**src/rtl/adc_capture_pkg.sv**
```systemverilog
// Shared types and defaults for the ADC SPI capture engine.
package adc_capture_pkg;

  localparam int ADC_BITS_DEF   = 12;
  localparam int FRAME_BITS_DEF = 16;

  // Capture FSM states; exported on dbg_state so checkers can bind to it.
  typedef enum logic [2:0] {
    IDLE  = 3'd0,
    SETUP = 3'd1,
    SHIFT = 3'd2,
    PUSH  = 3'd3,
    QUIET = 3'd4,
    FIN   = 3'd5
  } state_t;

  // Larger of two ints, used to size the shared phase timer.
  function automatic int max2(input int a, input int b);
    return (a > b) ? a : b;
  endfunction

endpackage

```
**src/rtl/capture_fifo.sv**
```systemverilog
// Synchronous show-ahead pixel FIFO with full/empty flags.
// The head entry is visible on pop_data whenever empty is low. A pop on an
// empty FIFO is ignored. A push on a full FIFO is accepted only if a pop
// frees a slot in the same cycle; otherwise it is dropped and the caller
// is responsible for flagging the loss.
module capture_fifo #(
  parameter int W     = 12,
  parameter int DEPTH = 16
) (
  input  logic         clk,
  input  logic         rst,
  input  logic         push,
  input  logic [W-1:0] push_data,
  input  logic         pop,
  output logic [W-1:0] pop_data,
  output logic         full,
  output logic         empty
);

  localparam int AW = $clog2(DEPTH);

  logic [W-1:0] mem [DEPTH];
  logic [AW:0]  wr_q;
  logic [AW:0]  rd_q;
  logic         pop_ok;
  logic         push_ok;

  assign empty   = (wr_q == rd_q);
  assign full    = (wr_q[AW] != rd_q[AW]) && (wr_q[AW-1:0] == rd_q[AW-1:0]);
  assign pop_ok  = pop && !empty;
  assign push_ok = push && (!full || pop_ok);

  // Head is forced to zero when empty so the output is defined out of reset.
  assign pop_data = empty ? '0 : mem[rd_q[AW-1:0]];

  // Storage write; no reset needed since empty gates the read side.
  always_ff @(posedge clk) begin
    if (push_ok) begin
      mem[wr_q[AW-1:0]] <= push_data;
    end
  end

  // Read/write pointers with an extra wrap bit to tell full from empty.
  always_ff @(posedge clk or posedge rst) begin
    if (rst) begin
      wr_q <= '0;
      rd_q <= '0;
    end else begin
      if (push_ok) wr_q <= wr_q + (AW+1)'(1);
      if (pop_ok)  rd_q <= rd_q + (AW+1)'(1);
    end
  end

endmodule

```
**src/rtl/adc_spi_capture.sv**
```systemverilog
// ADC SPI capture engine: drives an ADCS7476-class serial ADC over
// cs/SPI_CLK/miso for num_pixels conversions and buffers the pixels in a
// show-ahead FIFO offered downstream on pix_valid/pix_ready.
// Optional build macro CAPTURE_TESTPATTERN_EN: pixels become a per-capture
// 0,1,2,... counter instead of miso data (SPI timing is still generated).
//
// Handshake: pix_valid is high whenever the FIFO holds a pixel and pix_data
// is that pixel; a pixel is consumed on a CLK edge where pix_valid and
// pix_ready are both high. pix_valid never depends on pix_ready.
module adc_spi_capture
  import adc_capture_pkg::*;
#(
  parameter int CLK_DIV    = 4,
  parameter int ADC_BITS   = ADC_BITS_DEF,
  parameter int FRAME_BITS = FRAME_BITS_DEF,
  parameter int QUIET_CYC  = 8,
  parameter int FIFO_DEPTH = 16
) (
  input  logic                CLK,
  input  logic                RESET,
  input  logic                start,
  input  logic [15:0]         num_pixels,
  output logic                busy,
  output logic                done,
  output logic                overflow,
  output logic                cs,
  output logic                SPI_CLK,
  input  logic                miso,
  output logic [ADC_BITS-1:0] pix_data,
  output logic                pix_valid,
  input  logic                pix_ready,
  output logic                startCaptureTP,
  output state_t              dbg_state
);

  localparam int TMR_MAX = max2(CLK_DIV, QUIET_CYC);
  localparam int TMR_W   = $clog2(TMR_MAX + 1);
  localparam int BIT_W   = $clog2(FRAME_BITS);

  localparam logic [TMR_W-1:0] DIV_LAST   = TMR_W'(CLK_DIV - 1);
  localparam logic [TMR_W-1:0] QUIET_LAST = TMR_W'(QUIET_CYC - 1);
  localparam logic [BIT_W-1:0] BIT_LAST   = BIT_W'(FRAME_BITS - 1);

  state_t              state_q, state_d;
  logic [TMR_W-1:0]    tmr_q, tmr_d;
  logic [BIT_W-1:0]    bit_q, bit_d;
  logic                sclk_q, sclk_d;
  logic [15:0]         cnt_q, cnt_d;
  logic [ADC_BITS-1:0] shift_q, shift_d;
  logic                cs_q, busy_q, done_q, tp_q, ovf_q;

  logic                start_acc;
  logic                fifo_push;
  logic [ADC_BITS-1:0] fifo_wdata;
  logic                fifo_full;
  logic                fifo_empty;

  // A start is only honoured from IDLE; anything else is dropped silently.
  assign start_acc = start && (state_q == IDLE);

  assign cs             = cs_q;
  assign SPI_CLK        = sclk_q;
  assign busy           = busy_q;
  assign done           = done_q;
  assign overflow       = ovf_q;
  assign startCaptureTP = tp_q;
  assign pix_valid      = !fifo_empty;
  assign dbg_state      = state_q;

`ifdef CAPTURE_TESTPATTERN_EN
  logic [ADC_BITS-1:0] pat_q;

  // Test pattern counter: restarts on each accepted start, steps per PUSH.
  always_ff @(posedge CLK or posedge RESET) begin
    if (RESET) begin
      pat_q <= '0;
    end else if (start_acc) begin
      pat_q <= '0;
    end else if (state_q == PUSH) begin
      pat_q <= pat_q + ADC_BITS'(1);
    end
  end

  assign fifo_wdata = pat_q;
`else
  assign fifo_wdata = shift_q;
`endif

  // State and datapath registers; reset parks the SPI lines idle at once.
  always_ff @(posedge CLK or posedge RESET) begin
    if (RESET) begin
      state_q <= IDLE;
      tmr_q   <= '0;
      bit_q   <= '0;
      sclk_q  <= 1'b1;
      cnt_q   <= '0;
      shift_q <= '0;
    end else begin
      state_q <= state_d;
      tmr_q   <= tmr_d;
      bit_q   <= bit_d;
      sclk_q  <= sclk_d;
      cnt_q   <= cnt_d;
      shift_q <= shift_d;
    end
  end

  // Next-state and SPI timing: one timer paces SETUP, each SCLK half and QUIET.
  always_comb begin
    state_d   = state_q;
    tmr_d     = tmr_q;
    bit_d     = bit_q;
    sclk_d    = sclk_q;
    cnt_d     = cnt_q;
    shift_d   = shift_q;
    fifo_push = 1'b0;
    case (state_q)
      IDLE: begin
        sclk_d = 1'b1;
        tmr_d  = '0;
        bit_d  = '0;
        if (start) begin
          cnt_d   = num_pixels;
          state_d = (num_pixels != 16'd0) ? SETUP : FIN;
        end
      end
      SETUP: begin
        sclk_d = 1'b1;
        if (tmr_q == DIV_LAST) begin
          tmr_d   = '0;
          bit_d   = '0;
          sclk_d  = 1'b0;
          state_d = SHIFT;
        end else begin
          tmr_d = tmr_q + TMR_W'(1);
        end
      end
      SHIFT: begin
        if (tmr_q == DIV_LAST) begin
          tmr_d = '0;
          if (!sclk_q) begin
            // Rising SCLK edge: capture the bit the ADC set up on the fall.
            sclk_d  = 1'b1;
            shift_d = {shift_q[ADC_BITS-2:0], miso};
          end else if (bit_q == BIT_LAST) begin
            state_d = PUSH;
          end else begin
            bit_d  = bit_q + BIT_W'(1);
            sclk_d = 1'b0;
          end
        end else begin
          tmr_d = tmr_q + TMR_W'(1);
        end
      end
      PUSH: begin
        fifo_push = 1'b1;
        tmr_d     = '0;
        cnt_d     = cnt_q - 16'd1;
        state_d   = (cnt_q == 16'd1) ? FIN : QUIET;
      end
      QUIET: begin
        if (tmr_q == QUIET_LAST) begin
          tmr_d   = '0;
          state_d = SETUP;
        end else begin
          tmr_d = tmr_q + TMR_W'(1);
        end
      end
      FIN: begin
        state_d = IDLE;
      end
      default: begin
        state_d = IDLE;
      end
    endcase
  end

  // Status outputs registered from the next state so they track it glitch-free.
  always_ff @(posedge CLK or posedge RESET) begin
    if (RESET) begin
      cs_q   <= 1'b1;
      busy_q <= 1'b0;
      done_q <= 1'b0;
      tp_q   <= 1'b0;
    end else begin
      cs_q   <= !((state_d == SETUP) || (state_d == SHIFT));
      busy_q <= (state_d != IDLE);
      done_q <= (state_d == FIN);
      tp_q   <= start_acc;
    end
  end

  // Sticky overflow: a PUSH onto a full FIFO with no same-cycle pop loses data.
  always_ff @(posedge CLK or posedge RESET) begin
    if (RESET) begin
      ovf_q <= 1'b0;
    end else if (start_acc) begin
      ovf_q <= 1'b0;
    end else if (fifo_push && fifo_full && !pix_ready) begin
      ovf_q <= 1'b1;
    end
  end

  capture_fifo #(
    .W     (ADC_BITS),
    .DEPTH (FIFO_DEPTH)
  ) u_fifo (
    .clk       (CLK),
    .rst       (RESET),
    .push      (fifo_push),
    .push_data (fifo_wdata),
    .pop       (pix_ready),
    .pop_data  (pix_data),
    .full      (fifo_full),
    .empty     (fifo_empty)
  );

endmodule

```
**config.mk**
```make
export PLATFORM = sky130hd
export DESIGN_NAME = adc_spi_capture
export DESIGN_NICKNAME = d
export VERILOG_FILES = /design/src/rtl/adc_capture_pkg.sv /design/src/rtl/capture_fifo.sv /design/src/rtl/adc_spi_capture.sv
export SDC_FILE = /design/constraint.sdc
export NUM_CORES = 1
export LEC_CHECK = 0
export ABC_AREA = 0
export CORE_ASPECT_RATIO = 0.8
export CORE_UTILIZATION = 50
export CTS_BUF_LIST = sky130_fd_sc_hd__clkbuf_2 sky130_fd_sc_hd__clkbuf_4 sky130_fd_sc_hd__clkbuf_8
export DETAILED_ROUTE_END_ITERATION = 12
export HOLD_SLACK_MARGIN = 0.05
export PLACE_DENSITY = 0.71
export SLEW_MARGIN = 15
export SYNTH_ARGS = -nofsm -noshare
export SYNTH_HDL_FRONTEND = slang
export SYNTH_HIERARCHICAL = 1
export SYNTH_SLANG_ARGS = --single-unit
```
**constraint.sdc**
```tcl
create_clock -name CLK -period 2.25 [get_ports CLK]
set_input_delay 0.45 -clock CLK [delete_from_list [all_inputs] [get_ports CLK]]
set_output_delay 0.45 -clock CLK [all_outputs]
set_load 0.01 [all_outputs]
```
Word level (Yosys, flattened, before mapping). Memories as Yosys holds them, arrays and structs flattened. Index checks and enable logic that the tools add are counted.

Bitwise gates (word level): 1. Reductions and logical operators: 25. Mux-type cells: 30. Equality and inequality tests: 19. Add/subtract/negate cells: 5.

Operator list (count): one-hot mux 16 bit (2 select lines) (1); 2-to-1 mux 4 bit (6); one-hot mux 4 bit (3 select lines) (2); 2-to-1 mux 3 bit (7); equality test 16 x 1 -> 1 bit (second input constant) (1); 2-to-1 mux 16 bit (1); nonzero test 16 bit (1); subtractor 16 x 1 -> 16 bit (second input constant) (1); one-hot mux 3 bit (5 select lines) (1); 2-to-1 mux 12 bit (1); adder 5 x 1 -> 5 bit (second input constant) (2); 2-to-1 mux 1 bit (10); inequality test 2 bit (second input constant) (5); equality test 3 x 2 -> 1 bit (second input constant) (3); nonzero test 3 bit (3); adder 4 x 1 -> 4 bit (second input constant) (2); equality test 3 x 1 -> 1 bit (second input constant) (2); equality test 3 bit (second input constant) (2); logical AND 1 bit (6); equality test 5 bit (1); AND reduction 5 bit (1); equality test 4 x 2 -> 1 bit (second input constant) (1); equality test 4 x 3 -> 1 bit (second input constant) (1); equality test 4 bit (1); 11 further kinds (18).

Output and inout port bits: 22. Memories: 1. Bits of input ports: 21. RAM bits: 192. Register bits after elaboration: 55.

Memory list: u_fifo.mem (depth 16, width 12, rd ports 1, clocked after Yosys merged registers in 0, write ports 1, line capture_fifo.sv:22) `logic [W-1:0] mem [DEPTH];`.

Depth between registers and ports, before layout. Gate-level depths: netlist (run 1).

Depth in word-level cells: 8. Depth in mapped cells: 7. Mapped depth without buffers: 6.

By module. The synthesis (run 1) kept the hierarchy.

By module, submodules not included: capture_fifo (instances 1, sequential area each 6015.8 um^2, area an instance 7977.7 um^2, cells an instance 368); adc_spi_capture (instances 1, sequential area each 1128.6 um^2, area an instance 2392.3 um^2, cells an instance 244).

Least setup slack after synthesis (run 1). No wires, ideal clock.

Path type: register to register. From: reg state_q[0] (netlist: dbg_state[0]). To: mem u_fifo.mem[3][0] (enable). Slack: -211 ps. Stages on the path, launching flop included: 6. Period minus slack after synthesis: 2461 ps. Data arrival time: 2065 ps. Data required time: 1854 ps. Setup time: 396 ps. Path through: dfrtp_1 -> clkbuf_1 -> nand3b_1 -> clkinv_1 -> o311ai_4 -> nor3_1.

Cells in the longest elaborated chain, start to end: 5.

Ends and longest elaborated chain: from (decl) (line adc_spi_capture.sv:44) `state_t state_q, state_d;`; from (signal assigned) (line adc_spi_capture.sv:99) `state_q <= state_d;`; equality test 3 x 2 -> 1 bit (line adc_spi_capture.sv:117) `case (state_q)`; 2-to-1 mux 1 bit (line adc_spi_capture.sv:117); via fifo_push (line adc_spi_capture.sv:53) `logic fifo_push;`; logical AND 1 bit (line capture_fifo.sv:31) `assign push_ok = push && (!full || pop_ok);`; 2-to-1 mux 1 bit (line capture_fifo.sv:38) `if (push_ok) begin`; 2-to-1 mux 1 bit (not written as such) (line capture_fifo.sv:39) `mem[wr_q[AW-1:0]] <= push_data;`; to (decl) (line capture_fifo.sv:22).

The timed path passes the listed nets, and every way through them passes these cells.

Worst setup path after layout (run 1).
From: reg u_fifo.rd_q[0]. To: out pix_data[9].

Cells in the longest elaborated chain, start to end: 2. Elaborated cells between the ends (all ways): 3. Classes of those cells: eq/ne (1); mux (1); memory (1).

Ends and longest elaborated chain: from (decl) (line capture_fifo.sv:24) `logic [AW:0] rd_q;`; from (signal assigned) (line capture_fifo.sv:50) `if (pop_ok) rd_q <= rd_q + (AW+1)'(1);`; memory (16 x 12 bit) / equality test 5 bit (equally long branches); 2-to-1 mux 12 bit * (line capture_fifo.sv:34) `assign pop_data = empty ? '0 : mem[rd_q[AW-1:0]];`; to (decl) (line adc_spi_capture.sv:29) `output logic [ADC_BITS-1:0] pix_data,`.

Mark *: on every way between the ends. The rest lies on a longest branch, timed or not.

==> flow_metrics.tcl, run 1 <==
set metrics [dict create \
    post_synth_inst_count 612 \
    syn_avg_cell_area_um2 16.94 \
    max_freq_ghz 0.3490 \
    vdd_drop_max_v 0.0007039 \
    route.detailed.wl_per_inst_um 23.08 \
    cellLeakagePower_nw 4.731 \
    viasPerCell 5.959 \
    area_share_of_the_largest_cell_type_after_synthesis_pct 55.60 \
    dp_hpwl_um 15190 \
    postRouteAntennaNets 0 \
    synth-async-reset-ratio_pct 22.27 \
    pin_count_of_the_biggest_net_entering_global_routing 40 \
    placed_area_um2 11750 \
    max_slew.worst_pin.slew_ns 0.6170 \
    max_cap_violations 0 \
    violations "setup timing" \
    hold_viol 0 \
    design_area_um2 13060 \
    clockRootBuffer "sky130_fd_sc_hd__clkbuf_8" \
    die-area_um2 21320 \
    cts_buffers 39 \
    run_status "complete, but fails checks" \
    drt_iter0_markers 576 \
    max_slew_margin_pct 58.87 \
    path_clk_slew_ns 0.06 \
    htreeDepth 2 \
    placement.io_buffers 42 \
    antennaDiodeCount 0 \
    core_um2 20090 \
    ys_warn_count 6 \
    initial_utilization_pct 51.63 \
    first_global_vias 6505 \
    clk-insertion-delay-late_ns 0.55 \
    crit_path_max_fanout 6 \
    synthMostInstantiatedCell "sky130_fd_sc_hd__edfxtp_1" \
    drt_pass1_iterations 4 \
    cts_sinks 247 \
    synthesis.nets 642 \
    routability_driven_placement_congestion_ratio 0.8566 \
    grt_pass1_wl_um 37340 \
    crit_required_ns 1.80 \
    chipHeight_um 130.8 \
    worst_clock_skew_ns 0.05243 \
    layout-area-overhead-vs-synth_pct 25.95 \
    reg2reg_slack_ns -0.33 \
    hold_bufs_inserted_after_cts 0 \
    rows 46 \
    seqCellArea_um2 7149 \
    antenna_found_initial 0 \
    die_w_um 163.0 \
    worstRegToRegCells 10 \
    layout.nets 797 \
    synthTopCellsByCount "192 x sky130_fd_sc_hd__edfxtp_1, 53 x sky130_fd_sc_hd__dfrtp_1, 48 x sky130_fd_sc_hd__mux4_2, 25 x sky130_fd_sc_hd__a21oi_1, 25 x sky130_fd_sc_hd__a22oi_1" \
    grtUsageTotal_pct 23.85 \
    critical_path_arrival_ns 2.42 \
    timing.final.max_slew_violations 0 \
    routed_wl_um 24380 \
    multiInputGateArea_um2 3231 \
    worst_setup_path_category "reg2out" \
    post-route-drc-count 0 \
    worst_case_hold_slack_ns 0.1730 \
    clock_period_minus_final_worst_setup_slack_ns 2.865 \
    synth_enable_flop_cells 192 \
    clock_tree_from_tritoncts "done" \
    setup_violations 210 \
    crit_path_start_kind "flip-flop" \
    setup_ws_ns -0.6153 \
    globalRouteOverflowTotal 0 \
    fillCellCount 1326 \
    netlist.top_cell.by_area "sky130_fd_sc_hd__edfxtp_1" \
    cts_buffer_depth 3 \
    layout_cell_share_with_drive_strength_beyond_1_pct 38.26 \
    powerDensity_nw_per_um2 1161 \
    critPathCaptureType "primary output" \
    synth_area_um2 10370 \
    num_vias 6293 \
    r2r-end "u_fifo/mem[5][10]" \
    floorplan.io_pins 43 \
    period_utilization_pct 127.3 \
    netlist_top_cells_area "sky130_fd_sc_hd__edfxtp_1 56%, sky130_fd_sc_hd__dfrtp_1 13%, sky130_fd_sc_hd__mux4_2 10%" \
    synth.ff_latch_count 247 \
    finalCoreUtilization_pct 65.02 \
    ys_types 65 \
    rsz0062_at_grt "true" \
    report.power.total_mw 15.17 \
    worst_r2r_startpoint "u_fifo/rd_q[0]" \
    placement.setup.worst_slack_ns -0.3177 \
    synthFlopType "sky130_fd_sc_hd__edfxtp_1" \
    yosysSeqAreaShare_pct 68.89 \
    hold_class "in2async" \
]
## flip-flops by register name, indices dropped and copies added, names as in the netlist
signal / cells
u_fifo/rd_q: 5
u_fifo/wr_q: 5
u_fifo/mem: 192
cnt_q: 16
busy: 1
overflow: 1
SPI_CLK: 1
cs: 1
startCaptureTP: 1
fifo_wdata: 12
dbg_state: 3
done: 1
tmr_q: 4
bit_q: 4
## worst max path at each step
stage | from | to | slack [ns] | cells past startpoint
CTS | u_fifo/rd_q[0] | pix_data[5] | -0.59 | 7
detailed placement | u_fifo/rd_q[0] | pix_data[5] | -0.32 | 5
global route | u_fifo/rd_q[0] | pix_data[6] | -0.67 | 7
finish | u_fifo/rd_q[0] | pix_data[9] | -0.62 | 7
global placement | u_fifo/rd_q[0] | pix_data[5] | -0.33 | 5
floorplan | dbg_state[0] | u_fifo/mem[15][0] | 0.02 | 5
## logic make-up (layout without fill, tap and decap cells)
| family | count (synthesis) | after routing | synth area share [%] |
|---|---|---|---|
| simple gates | 138 | 138 | 7.794 |
| xor+xnor | 15 | 15 | 1.629 |
| fa+ha+maj | 9 | 9 | 1.086 |
| buf+inv | 46 | 225 | 2.160 |
| compound gates | 96 | 97 | 6.564 |
| flops | 247 | 247 | 68.89 |
| mux | 61 | 61 | 11.87 |
## layout by cell type, fill, tap and decap left out, types with 4 or more instances in the layout
master,instances
sky130_fd_sc_hd__edfxtp_1,192
sky130_fd_sc_hd__buf_4,58
sky130_fd_sc_hd__dfrtp_1,51
sky130_fd_sc_hd__mux4_2,48
sky130_fd_sc_hd__clkbuf_8,40
sky130_fd_sc_hd__clkdlybuf4s50_1,29
sky130_fd_sc_hd__buf_12,25
sky130_fd_sc_hd__nor2_1,24
sky130_fd_sc_hd__a21oi_1,21
sky130_fd_sc_hd__a22oi_2,21
sky130_fd_sc_hd__nand2_1,18
sky130_fd_sc_hd__buf_6,18
sky130_fd_sc_hd__clkbuf_4,15
sky130_fd_sc_hd__nand3_1,13
sky130_fd_sc_hd__mux2_2,12
sky130_fd_sc_hd__buf_2,12
sky130_fd_sc_hd__and3_4,12
sky130_fd_sc_hd__inv_1,10
sky130_fd_sc_hd__ha_1,9
sky130_fd_sc_hd__nor2b_1,8
sky130_fd_sc_hd__clkinv_1,8
sky130_fd_sc_hd__nor3_1,7
sky130_fd_sc_hd__nor4_1,7
sky130_fd_sc_hd__o211ai_1,7
sky130_fd_sc_hd__a211oi_1,6
sky130_fd_sc_hd__xor2_1,6
sky130_fd_sc_hd__o311ai_0,6
sky130_fd_sc_hd__o21ai_0,6
sky130_fd_sc_hd__nand3b_1,5
sky130_fd_sc_hd__or3_1,5
sky130_fd_sc_hd__or4_1,5
sky130_fd_sc_hd__or2_2,5
sky130_fd_sc_hd__nand4_1,4
sky130_fd_sc_hd__a22oi_1,4
sky130_fd_sc_hd__xnor2_2,4
sky130_fd_sc_hd__xnor2_1,4
sky130_fd_sc_hd__a21oi_2,4
## area by class of cell
class                           count  share of cell area [%]
Inverter                           13                  0.3736
Clock buffer                       55                   5.077
Clock inverter                     11                  0.5269
Multi-Input combinational cell    320                   24.73
Tap cell                          264                   2.529
Sequential cell                   247                   54.74
Timing Repair Buffer              146                   12.02
## critical path, stage by stage, from the launching register on
cell,delay (ns)
sky130_fd_sc_hd__dfrtp_4,0.55
sky130_fd_sc_hd__buf_4,0.16
sky130_fd_sc_hd__buf_6,0.13
sky130_fd_sc_hd__buf_16,0.14
sky130_fd_sc_hd__mux4_2,0.47
sky130_fd_sc_hd__a22oi_2,0.18
sky130_fd_sc_hd__a21oi_1,0.08
sky130_fd_sc_hd__buf_2,0.14
## what timing repair did
item | in CTS | in global routing
endpoints found under the setup margin | 180 | 211
setup buffers | 21 | 10
resized for setup | 114 | 10
gates cloned | 6 | 0
pin swaps | 45 | 17
## power breakdown
group          switching [mW]  total [mW]  internal, mW
Sequential              0.402        5.71          5.31
Combinational            2.86        5.88          3.02
Clock                    1.66        3.57          1.91
## metrics by stage
stage                     TNS (ns)  cells
final                       -59.51   1056
after global routing        -69.45   1056
after CTS                   -19.24   1050
after detailed placement    -14.45    958
after global placement      -10.52    958
after floorplan                  0    612
## metal layers
metal	vias to the layer above	part of all wire [%]	track usage [%]
li1	2796	-	-
met1	3181	43	33.40
met2	275	47	37.75
met3	41	8.0	4.893
met4	0	2.1	7.916
met5	-	0	0
Note: power is estimated with default switching activity, not from simulation.
==> inputs of run 2 (changes only) <==
--- a/config.mk
+++ b/config.mk
@@ -6,12 +6,14 @@
 export NUM_CORES = 1
 export LEC_CHECK = 0
 export ABC_AREA = 0
+export CELL_PAD_IN_SITES_DETAIL_PLACEMENT = 1
+export CELL_PAD_IN_SITES_GLOBAL_PLACEMENT = 1
 export CORE_ASPECT_RATIO = 0.8
-export CORE_UTILIZATION = 50
+export CORE_UTILIZATION = 49
 export CTS_BUF_LIST = sky130_fd_sc_hd__clkbuf_2 sky130_fd_sc_hd__clkbuf_4 sky130_fd_sc_hd__clkbuf_8
 export DETAILED_ROUTE_END_ITERATION = 12
 export HOLD_SLACK_MARGIN = 0.05
-export PLACE_DENSITY = 0.71
+export PLACE_DENSITY = 0.79
 export SLEW_MARGIN = 15
 export SYNTH_ARGS = -nofsm -noshare
 export SYNTH_HDL_FRONTEND = slang
==> run 2 against run 1 <==
  * The run still ends with setup timing left
  * Clock skew shrank 0.0075 ns
  * Via count grew 7.8%
  * Power grew 6.8%
  * Critical path depth shrank 1
  * Clock power grew 15%
  * Count of clock-buffer cells in the layout grew 6
  * Setup slack lost 0.024 ns
  * Die area grew 2.0%
  * Combinational power grew 6.6%
  * Register-to-register slack gained 0.09 ns
  * Sequential share of layout area shrank 0.67 points
  * Critical path type unchanged
  * Largest power group unchanged
==> flow_metrics.tcl, run 2 (synthesized netlist as in run 1, its figures left out) <==
set metrics [dict create \
    run_status "complete, but fails checks" \
    violations "setup timing" \
    grtUsageTotal_pct 30.70 \
    layout-area-overhead-vs-synth_pct 27.57 \
    globalRouteOverflowTotal 0 \
    placement.setup.worst_slack_ns -0.3643 \
    met2_track_utilization_from_global_routing_pct 51.19 \
    postRouteAntennaNets 0 \
    crit_required_ns 1.80 \
    path_clk_slew_ns 0.09 \
    routability_driven_placement_congestion_ratio 0.7942 \
    period_utilization_pct 128.4 \
    first_global_vias 7290 \
    clock_period_minus_final_worst_setup_slack_ns 2.889 \
    chipHeight_um 132.1 \
    placement.io_buffers 42 \
    globalRouteMet1Util_pct 40.69 \
    cts_sinks 247 \
    dp_hpwl_um 17190 \
    rows 47 \
    busiest_layer "met2" \
    max_cap_violations 0 \
    antenna_found_initial 0 \
    setup_ws_ns -0.6388 \
    powerDensity_nw_per_um2 1225 \
    pin_count_of_the_biggest_net_entering_global_routing 38 \
    worst_setup_path_category "reg2out" \
    timing.final.max_slew_violations 0 \
    placed_area_um2 11770 \
    worst_clock_skew_ns 0.04491 \
    vdd_drop_max_v 0.0006642 \
    fillCellCount 1819 \
    worstRegToRegCells 9 \
    post-route-drc-count 0 \
    viasPerCell 6.412 \
    seqCellArea_um2 7153 \
    crit_path_max_fanout 7 \
    max_slew_margin_pct 48.53 \
    max_slew.worst_pin.slew_ns 0.7721 \
    multiInputGateArea_um2 3267 \
    finalCoreUtilization_pct 63.91 \
    cts_buffer_depth 3 \
    drt_iter0_markers 680 \
    clock_tree_from_tritoncts "done" \
    design_area_um2 13230 \
    worst_case_hold_slack_ns 0.1907 \
    r2r-end "u_fifo/mem[13][11]" \
    timing.setup.tns_ns -39.31 \
    final_cell_mix "192 x sky130_fd_sc_hd__edfxtp_1, 48 x sky130_fd_sc_hd__dfrtp_1, 48 x sky130_fd_sc_hd__mux4_2" \
    hold_viol 0 \
    hold_class "in2async" \
    route.detailed.wl_per_inst_um 31.04 \
    gr-usage-met3_pct 4.184 \
    die-area_um2 21750 \
    cellLeakagePower_nw 4.760 \
    grt_pass1_wl_um 47730 \
    initial_utilization_pct 50.10 \
    critPathCaptureType "primary output" \
    die_w_um 164.6 \
    core_um2 20700 \
    crit_path_start_kind "flip-flop" \
    finish.cell_count_without_fillers 1058 \
    routed_wl_um 32840 \
    drt_pass1_iterations 5 \
    floorplan.io_pins 43 \
    setup_violations 210 \
    report.power.total_mw 16.20 \
    htreeDepth 2 \
    max_freq_ghz 0.3462 \
    rsz0062_at_grt "true" \
    layout.nets 788 \
    critical_path_arrival_ns 2.44 \
    post-place-cells 952 \
    cts_buffers 40 \
    reg2reg_slack_ns -0.24 \
    final_common_cell "sky130_fd_sc_hd__edfxtp_1" \
    worst_r2r_startpoint "u_fifo/rd_q[0]" \
    clk-insertion-delay-late_ns 0.58 \
    clockRootBuffer "sky130_fd_sc_hd__clkbuf_8" \
    antennaDiodeCount 0 \
    layout_cell_share_with_drive_strength_beyond_1_pct 39.16 \
    max_reg_flops 192 \
    num_vias 6784 \
]
-- run 2: layout make-up --
class                   instances  area share [%]
multi-input cells             320           24.70
flip-flops and latches        247           54.07
inverters                      13          0.3972
well taps                     269           2.544
clock buffers                  61           5.684
clock inverters                12          0.4824
repair buffers                136           12.13
-- run 2: per-layer routing --
metal / vias up / wire, um
met3: 86 / 2107
met1: 3583 / 13030
met4: 0 / 1157
met5: - / 0
li1: 2771 / -
met2: 344 / 16550
-- run 2: power breakdown --
group / leakage (nW) / internal [mW] / total, mW / switching, mW
Clock: 0.432 / 2.15 / 4.12 / 1.97
Sequential: 2.52 / 5.32 / 5.81 / 0.499
Combinational: 1.81 / 3.08 / 6.27 / 3.19
Total: 4.76 / 10.5 / 16.2 / 5.66
-- run 2: what timing repair did --
action | in CTS | in global routing
resized for setup | 96 | 42
pin swaps | 25 | 24
hold buffers | 0 | 0
endpoints found under the setup margin | 160 | 208
buffers inserted | 18 | 12
gates cloned | 5 | 2
-- run 2: critical path: stages (launching register included) --
cell and delay (ns):
sky130_fd_sc_hd__dfrtp_4 0.53, sky130_fd_sc_hd__buf_12 0.17, sky130_fd_sc_hd__buf_12 0.11, sky130_fd_sc_hd__mux4_2 0.51
sky130_fd_sc_hd__a22oi_2 0.29, sky130_fd_sc_hd__a21oi_2 0.09, sky130_fd_sc_hd__buf_2 0.15
-- run 2: worst max-delay path by stage --
| stage | from | end | cells past startpoint |
|---|---|---|---|
| after floorplan | dbg_state[0] | u_fifo/mem[15][0] | 5 |
| after global placement | u_fifo/rd_q[0] | pix_data[5] | 5 |
| after detailed placement | u_fifo/rd_q[0] | pix_data[5] | 5 |
| after CTS | u_fifo/rd_q[0] | pix_data[0] | 7 |
| after global routing | u_fifo/rd_q[0] | pix_data[10] | 6 |
| final | u_fifo/rd_q[0] | pix_data[10] | 6 |
